**src/rtl/rx_uart_cfg.sv**
```systemverilog
// rx_uart_cfg: oversampled UART receiver with 2-of-3 majority voting, optional parity and 1 or 2 stop bits.
// Define RX_UART_CFG_BREAK_DETECT_EN to report all-zero frames on rx_break instead of rx_ready.
module rx_uart_cfg #(
  parameter int CLK_FREQUENCY = 100000000,
  parameter int BAUD_RATE     = 115200,
  parameter int OVERSAMPLING  = 16,
  parameter int DATA_BITS     = 8,
  parameter int PARITY        = 0,
  parameter int STOP_BITS     = 1
) (
  input  logic                 clk,
  input  logic                 reset,
  input  logic                 rx,
  output logic [DATA_BITS-1:0] rx_data,
  output logic                 rx_ready,
  output logic                 rx_parity_err,
  output logic                 rx_frame_err,
  output logic                 rx_busy,
  output logic                 rx_break
);

  localparam int SAMPLE_RATE = BAUD_RATE * OVERSAMPLING;
  localparam int DIV_RAW     = (CLK_FREQUENCY + SAMPLE_RATE / 2) / SAMPLE_RATE;
  localparam int DIV         = (DIV_RAW < 1) ? 1 : DIV_RAW;
  localparam int DIV_W       = (DIV > 1) ? $clog2(DIV) : 1;
  localparam int OS_W        = $clog2(OVERSAMPLING);
  localparam int BIT_W       = $clog2(DATA_BITS);

  localparam logic [DIV_W-1:0] DIV_LAST  = DIV_W'(DIV - 1);
  localparam logic [OS_W-1:0]  PH_EARLY  = OS_W'(OVERSAMPLING / 2 - 1);
  localparam logic [OS_W-1:0]  PH_CENTRE = OS_W'(OVERSAMPLING / 2);
  localparam logic [OS_W-1:0]  PH_LATE   = OS_W'(OVERSAMPLING / 2 + 1);
  localparam logic [BIT_W-1:0] BIT_LAST  = BIT_W'(DATA_BITS - 1);
  localparam logic             STOP_LAST = (STOP_BITS == 2);

  typedef enum logic [2:0] {
    S_IDLE,
    S_START,
    S_DATA,
    S_PAR,
    S_STOP,
    S_WAIT_IDLE
  } state_t;

  state_t               r_state;
  logic [1:0]           r_sync;
  logic                 r_rx_prev;
  logic [DIV_W-1:0]     r_div_cnt;
  logic [OS_W-1:0]      r_os_cnt;
  logic                 r_samp_early;
  logic                 r_samp_centre;
  logic [BIT_W-1:0]     r_bit_cnt;
  logic                 r_stop_cnt;
  logic [DATA_BITS-1:0] r_shift;
  logic                 r_par_err;
  logic                 r_frm_err;

  logic w_rx;
  logic w_fall;
  logic w_tick;
  logic w_vote_now;
  logic w_vote;
  logic w_par_expect;
  logic w_frm_final;
  logic w_frame_end;
  logic w_break;

  assign w_rx         = r_sync[1];
  assign w_fall       = r_rx_prev & ~w_rx;
  assign w_tick       = (r_div_cnt == DIV_LAST);
  // The third sample is taken live, so the vote resolves on the late-phase tick itself.
  assign w_vote_now   = w_tick && (r_os_cnt == PH_LATE);
  assign w_vote       = (r_samp_early & r_samp_centre) | (r_samp_early & w_rx) | (r_samp_centre & w_rx);
  assign w_par_expect = (PARITY == 1) ? ~^r_shift : ^r_shift;
  assign w_frm_final  = r_frm_err | ~w_vote;
  assign w_frame_end  = (r_state == S_STOP) && w_vote_now && (r_stop_cnt == STOP_LAST);
  assign rx_busy      = (r_state != S_IDLE);

  // NOTE: state registers use non-blocking assignments so every flop samples pre-edge values.
  always_ff @(posedge clk) begin
    if (reset) begin
      r_sync    <= 2'b11;
      r_rx_prev <= 1'b1;
    end else begin
      r_sync    <= {r_sync[0], rx};
      r_rx_prev <= w_rx;
    end
  end

  // Baud tick generator; its phase restarts at the start edge so samples land mid-bit.
  always_ff @(posedge clk) begin
    if (reset) begin
      r_div_cnt     <= '0;
      r_os_cnt      <= '0;
      r_samp_early  <= 1'b1;
      r_samp_centre <= 1'b1;
    end else if ((r_state == S_IDLE) && w_fall) begin
      r_div_cnt <= '0;
      r_os_cnt  <= '0;
    end else if (w_tick) begin
      r_div_cnt <= '0;
      r_os_cnt  <= r_os_cnt + 1'b1;
      if (r_os_cnt == PH_EARLY)  r_samp_early  <= w_rx;
      if (r_os_cnt == PH_CENTRE) r_samp_centre <= w_rx;
    end else begin
      r_div_cnt <= r_div_cnt + 1'b1;
    end
  end

`ifdef RX_UART_CFG_BREAK_DETECT_EN
  logic r_all_zero;

  always_ff @(posedge clk) begin
    if (reset) begin
      r_all_zero <= 1'b1;
      rx_break   <= 1'b0;
    end else begin
      rx_break <= w_frame_end && w_break;
      if (r_state == S_IDLE) begin
        r_all_zero <= 1'b1;
      end else if (w_vote_now && (r_state inside {S_DATA, S_PAR, S_STOP})) begin
        r_all_zero <= r_all_zero & ~w_vote;
      end
    end
  end

  assign w_break = r_all_zero & ~w_vote;
`else
  assign w_break  = 1'b0;
  assign rx_break = 1'b0;
`endif

  always_ff @(posedge clk) begin
    if (reset) begin
      r_state       <= S_IDLE;
      r_bit_cnt     <= '0;
      r_stop_cnt    <= 1'b0;
      r_shift       <= '0;
      r_par_err     <= 1'b0;
      r_frm_err     <= 1'b0;
      rx_data       <= '0;
      rx_ready      <= 1'b0;
      rx_parity_err <= 1'b0;
      rx_frame_err  <= 1'b0;
    end else begin
      rx_ready <= 1'b0;
      case (r_state)
        S_IDLE: begin
          if (w_fall) begin
            r_state    <= S_START;
            r_bit_cnt  <= '0;
            r_stop_cnt <= 1'b0;
            r_par_err  <= 1'b0;
            r_frm_err  <= 1'b0;
          end
        end
        S_START: begin
          if (w_vote_now) r_state <= w_vote ? S_IDLE : S_DATA;
        end
        S_DATA: begin
          if (w_vote_now) begin
            r_shift   <= {w_vote, r_shift[DATA_BITS-1:1]};
            r_bit_cnt <= r_bit_cnt + 1'b1;
            if (r_bit_cnt == BIT_LAST) r_state <= (PARITY != 0) ? S_PAR : S_STOP;
          end
        end
        S_PAR: begin
          if (w_vote_now) begin
            r_par_err <= (w_vote != w_par_expect);
            r_state   <= S_STOP;
          end
        end
        S_STOP: begin
          if (w_vote_now) begin
            if (r_stop_cnt != STOP_LAST) begin
              r_stop_cnt <= 1'b1;
              r_frm_err  <= w_frm_final;
            end else if (w_break) begin
              r_state <= S_WAIT_IDLE;
            end else begin
              // Frame completes at mid stop bit, leaving the back half free for the next start edge.
              rx_data       <= r_shift;
              rx_parity_err <= r_par_err;
              rx_frame_err  <= w_frm_final;
              rx_ready      <= 1'b1;
              r_state       <= w_frm_final ? S_WAIT_IDLE : S_IDLE;
            end
          end
        end
        S_WAIT_IDLE: begin
          if (w_rx) r_state <= S_IDLE;
        end
        default: r_state <= S_IDLE;
      endcase
    end
  end

endmodule
```
**config.mk**
```make
export PLATFORM = sky130hd
export DESIGN_NAME = rx_uart_cfg
export DESIGN_NICKNAME = d
export VERILOG_FILES = /design/src/rtl/rx_uart_cfg.sv
export SDC_FILE = /design/constraint.sdc
export NUM_CORES = 1
export LEC_CHECK = 0
export BUFFER_PORTS_ARGS = -buffer_cell sky130_fd_sc_hd__buf_2
export CAP_MARGIN = 20
export CORE_ASPECT_RATIO = 2
export CORE_MARGIN = 4
export CORE_UTILIZATION = 62
export CTS_CLUSTER_SIZE = 40
export DETAILED_ROUTE_END_ITERATION = 16
export HOLD_SLACK_MARGIN = 0.03
export PLACE_DENSITY = 0.82
export SLEW_MARGIN = 20
export SYNTH_ARGS = -nofsm -noshare
export SYNTH_HDL_FRONTEND = slang
export SYNTH_SLANG_ARGS = --single-unit
```
**constraint.sdc**
```tcl
create_clock -name clk -period 4.6 [get_ports clk]
set_input_delay 0.23 -clock clk [delete_from_list [all_inputs] [get_ports clk]]
set_output_delay 0.23 -clock clk [all_outputs]
set_load 0.05 [all_outputs]
```
# Word-level counts from Yosys, hierarchy flattened

Cells that the tools add are included.
Widths: inputs -> output; s select.

Flip-flop bits (word level): 43
Input port bits: 3
Output and inout port bits: 13
Logic and storage cells: 96

Add/sub/neg operators: 3
Equality and inequality tests: 20
Multiplexer cells: 24
Bitwise logic cells: 13
Reductions and logical operators: 20

Operators by type and width:

| kind                | count |
|---|---|
| $mux 3              | 11 |
| $ne 2x2->1 const B  | 9 |
| $pmux 3 s6          | 1 |
| $reduce_and 3->1    | 6 |
| $eq 3x3->1 const B  | 3 |
| $eq 4x4->1 const B  | 2 |
| $reduce_and 8->1    | 1 |
| $reduce_xor 8->1    | 1 |
| $mux 1              | 7 |
| $add 6x1->6 const B | 1 |
| $eq 3x2->1 const B  | 2 |
| $eq 6x6->1 const B  | 1 |
| $not 1->1           | 6 |
| $pmux 1 s2          | 3 |
| $pmux 3 s2          | 1 |
| $reduce_bool 2->1   | 3 |
| $reduce_or 3->1     | 2 |
| $add 4x1->4 const B | 1 |
| $and 1x1->1         | 4 |
| $eq 4x3->1 const B  | 1 |
| $reduce_and 4->1    | 1 |
| $add 3x1->3 const B | 1 |
| $eq 3x1->1 const B  | 1 |
| $logic_not 3->1     | 1 |
| 7 further kinds     | 10 |

# Depth between registers and ports, before layout

Depth in word-level cells: 9
Mapped depth: 8
Depth with buffers taken out: 7

# Worst setup path before layout

Ideal clock, no wire load.

Path kind: flip-flop to flip-flop
Start point: register r_state[0]
End point: register r_samp_early
Setup time: 0.115 ns
Data arrival time: 1.722 ns
Required time: 4.485 ns
Setup slack: 2.763 ns
Cell stages (with the launch flop): 7
Path buffers: 1
Period minus slack after synthesis: 1.837 ns
Cell sequence: dfxtp_1 > buf_6 > or3_1 > or2_1 > nand4_1 > mux2i_1 > nand2_1

Longest elaborated chain between the ends: 4

Ends and longest elaborated chain:

| what                       | RTL line | RTL |
|---|---|---|
| start: declaration         | 45       | `state_t r_state;` |
| start signal: assignment   | 158      | `if (w_vote_now) r_state <= w_vote ? S_IDLE : S_DATA;` |
| start signal: assignment   | 164      | `if (r_bit_cnt == BIT_LAST) r_state <= (PARITY != 0) ? S_PAR : S_STOP;` |
| start signal: assignment   | 186      | `r_state <= w_frm_final ? S_WAIT_IDLE : S_IDLE;` |
| $logic_not 3->1            | 97       | `end else if ((r_state == S_IDLE) && w_fall) begin` |
| $logic_and 1x1->1          | 97       |  |
| $not 1->1 (no line)        | --       |  |
| $reduce_and 3->1 (no line) | --       |  |
| end signal: assignment     | 103      | `if (r_os_cnt == PH_EARLY) r_samp_early <= w_rx;` |
| end: declaration           | 50       | `logic r_samp_early;` |

Every way passes these cells.
A chain may end at the register's enable or synchronous reset.

# Final worst setup path

Start point: register r_os_cnt[0]
End point: register rx_data[6]

Longest elaborated chain between the ends: 3

Ends and longest elaborated chain:

| what                       | RTL line | RTL |
|---|---|---|
| start: declaration         | 49       | `logic [OS_W-1:0] r_os_cnt;` |
| start signal: assignment   | 102      | `r_os_cnt <= r_os_cnt + 1'b1;` |
| $eq 4x4->1                 | 72       | `assign w_vote_now = w_tick && (r_os_cnt == PH_LATE);` |
| $logic_and 1x1->1          | 72       |  |
| $reduce_and 3->1 (no line) | --       |  |
| end signal: assignment     | 182      | `rx_data <= r_shift;` |
| end: declaration           | 14       | `output logic [DATA_BITS-1:0] rx_data,` |

Every way passes these cells.

==> out/metrics.cfg <==
[status]
outcome=completed

[floorplan]
core_sq_um=2800
dieArea_sq_um=3990
num_rows=27
die_y_um=85.4
io_pins=16
start_util_pct=66.3
fp.dieW_um=46.7

[clock_network]
clockBufferDepth=2
clock-sinks=42
postCtsSetupBuffers=0
path_clk_slew_ns=0.08
root_buffer=clkbuf_8
cts_buffers=5
ctsHoldBuffers=0
cts_resized=0
clk_latency_ns=0.29
htree_levels=2
cts_tree=built

[timing]
rsz0062_at_grt=false
clock.fmax_mhz=485
finalSetupViolations=0
fin_setup_tns_ns=0
worst_pin_slew_ns=0.724
hold_violations=0
maxSlewHeadroom_pct=51.7
post-route-period-util_pct=44.8
fin_skew_ns=0.00693
final_max_slew_viol_count=0
min_period_ns=2.06

[setup_path]
crit_type=reg -> reg
reg2reg_to=rx_data[6]
required_ns=4.76
arrival_ns=2.22
reg2reg_slack_ns=2.54
r2r_cells=6
timing.rr.start=r_os_cnt[0]
start_kind=flop
critPathCaptureType=flop
cp_max_fo=12

[power]
p_clk_share_pct=38.6
power_frac_comb_pct=8.9
swShare_pct=23.3
power_density_nw_per_um2=357
internal_power_uw=553
ir_drop_uv=287
leakage_nw=0.791
power_frac_seq_pct=52.5
switchingPower_uw=168

[detailed_routing]
drcViolationCount=0
via_per_inst=5.77
wl_per_cell_um=15.1
drt_iter0_markers=68
dr.pass1.iters=4
drtAntennaViolNets=0
via_count=1409
drt_wl_total_mm=3.69

[final_layout]
nets=224
layout-drive-gt1-share_pct=14.4
fillers=229
design_area_sq_um=2020
diodes=0
regArea_sq_um=841
area_growth_pct=8.61
multi_input_area_sq_um=937

[place]
place_congestion=0.794
dp_hpwl_mm=2.73
port_buffers=14
place_area_sq_um=1900

[synth]
synth-main-ff-cell=dfxtp_1
synth_edf_count=0
async_reset_ff_share_pct=0
ys_ff_latch=42
synth_nets=214
avgSynthCellArea_sq_um=9.11
yosysUniqueCellTypes=41
ys_seq_area_share_pct=45.2
synth_area_sq_um=1860
synth_cells=204
yosysWarnings=0

[global_routing]
antenna_found_initial=0
grt_max_degree=36
grt_pass1_wl_mm=6.29
grt.total_usage_pct=21.4
grt_overflow=0
grt_pass1_vias=1422

[job]
cap_violations=0

[worst_hold_path]
hold_class=in -> reg
hold_depth=2
min_from=rx
holdPathEnd=r_sync[0]

cell usage in the layout, fill, tap and decap left out, types with 5 or more instances in the layout:
master	count
a21oi_1	11
buf_2	14
nor2_1	24
mux2i_1	12
dfxtp_1	42
clkbuf_8	5
xnor2_1	11
nor3_1	5
nand2_1	28
inv_1	7
nand3_1	5
ha_1	7
worst max path at each step:
| stage | startpoint | endpoint | slack, ns | cells after the start |
|---|---|---|---|---|
| global route | r_os_cnt[0] | rx_data[7] | 2.43 | 6 |
| global placement | r_os_cnt[0] | rx_data[0] | 2.34 | 6 |
| floorplan | r_state[0] | r_samp_early | 2.76 | 6 |
| CTS | r_os_cnt[0] | rx_data[6] | 2.24 | 6 |
| detailed placement | r_os_cnt[0] | rx_data[6] | 2.25 | 6 |
| finish | r_os_cnt[0] | rx_data[6] | 2.54 | 6 |
metal layers:
layer | wire length [um] | vias up | global-route usage, %
met5 | 0 | - | 0
met4 | 162 | 0 | 10.6
met3 | 143 | 16 | 4.03
met2 | 2130 | 43 | 38.8
met1 | 1250 | 658 | 21.2
li1 | - | 692 | -
area by class of cell:
class,count,area share (%)
clock buffers,5,3.41
clock inverters,3,1.98
inverters,7,1.30
multi-input cells,144,46.4
flip-flops and latches,42,41.6
well taps,29,1.80
repair buffers,14,3.47
flip-flops by register name, summed over array words and instances (netlist names), 2 cells and up:
| name | cells |
|---|---|
| rx_data | 8 |
| r_state | 3 |
| r_shift | 8 |
| r_div_cnt | 6 |
| r_sync | 2 |
| r_os_cnt | 4 |
| r_bit_cnt | 3 |
cells by family after synthesis:
kind of cell,count (synthesis),synth area share [%]
multiplexers,13,7.07
adder cells (fa/ha/maj),8,5.25
buffers and inverters,18,4.78
AND/OR/NAND/NOR,86,21.8
other,1,0.202
flip-flops,42,45.2
AO/OA/AOI/OAI,21,7.87
XOR/XNOR,15,7.81
per-stage QoR:
stage                     util (%)  hold WS, ns  power, mW  setup slack [ns]  instances
after floorplan                  -        0.334      0.443              2.76        204
after global placement        67.9        0.394      0.448              2.34        236
after detailed placement      67.9        0.402      0.451              2.25        236
after CTS                     71.8        0.125      0.726              2.24        244
after global routing          72.0        0.143      0.751              2.43        244
final                         72.0        0.131      0.722              2.54        244
Yosys cell counts (all sizes together) (4+ instances only):
library cell / instances / area share [%]
clkbuf: 5 / 1.0
a21oi: 12 / 3.4
nor3: 6 / 1.6
nand3: 5 / 1.3
mux2i: 12 / 6.5
or2: 4 / 1.3
nand2: 28 / 5.7
xnor2: 11 / 5.2
inv: 7 / 1.4
ha: 7 / 4.7
nor2: 26 / 5.4
dfxtp: 42 / 45
buf: 6 / 2.4
worst max-delay path, cell delays in order, from the launching register on:
cell	delay [ns]
dfxtp_1	0.42
ha_1	0.19
and4b_1	0.22
nand2_1	0.15
nor2_2	0.62
mux2i_1	0.27
nor2_1	0.06
power groups by stage:
stage	logic (mW)	registers (mW)	clock network [mW]
2_1_floorplan	0.0620	0.381	0
3_3_place_gp	0.0625	0.386	0
3_5_place_dp	0.0637	0.387	0
4_1_cts	0.0643	0.378	0.284
5_1_grt	0.0707	0.380	0.301
6_report	0.0646	0.379	0.278
Note: power is estimated with default switching activity, not from simulation.
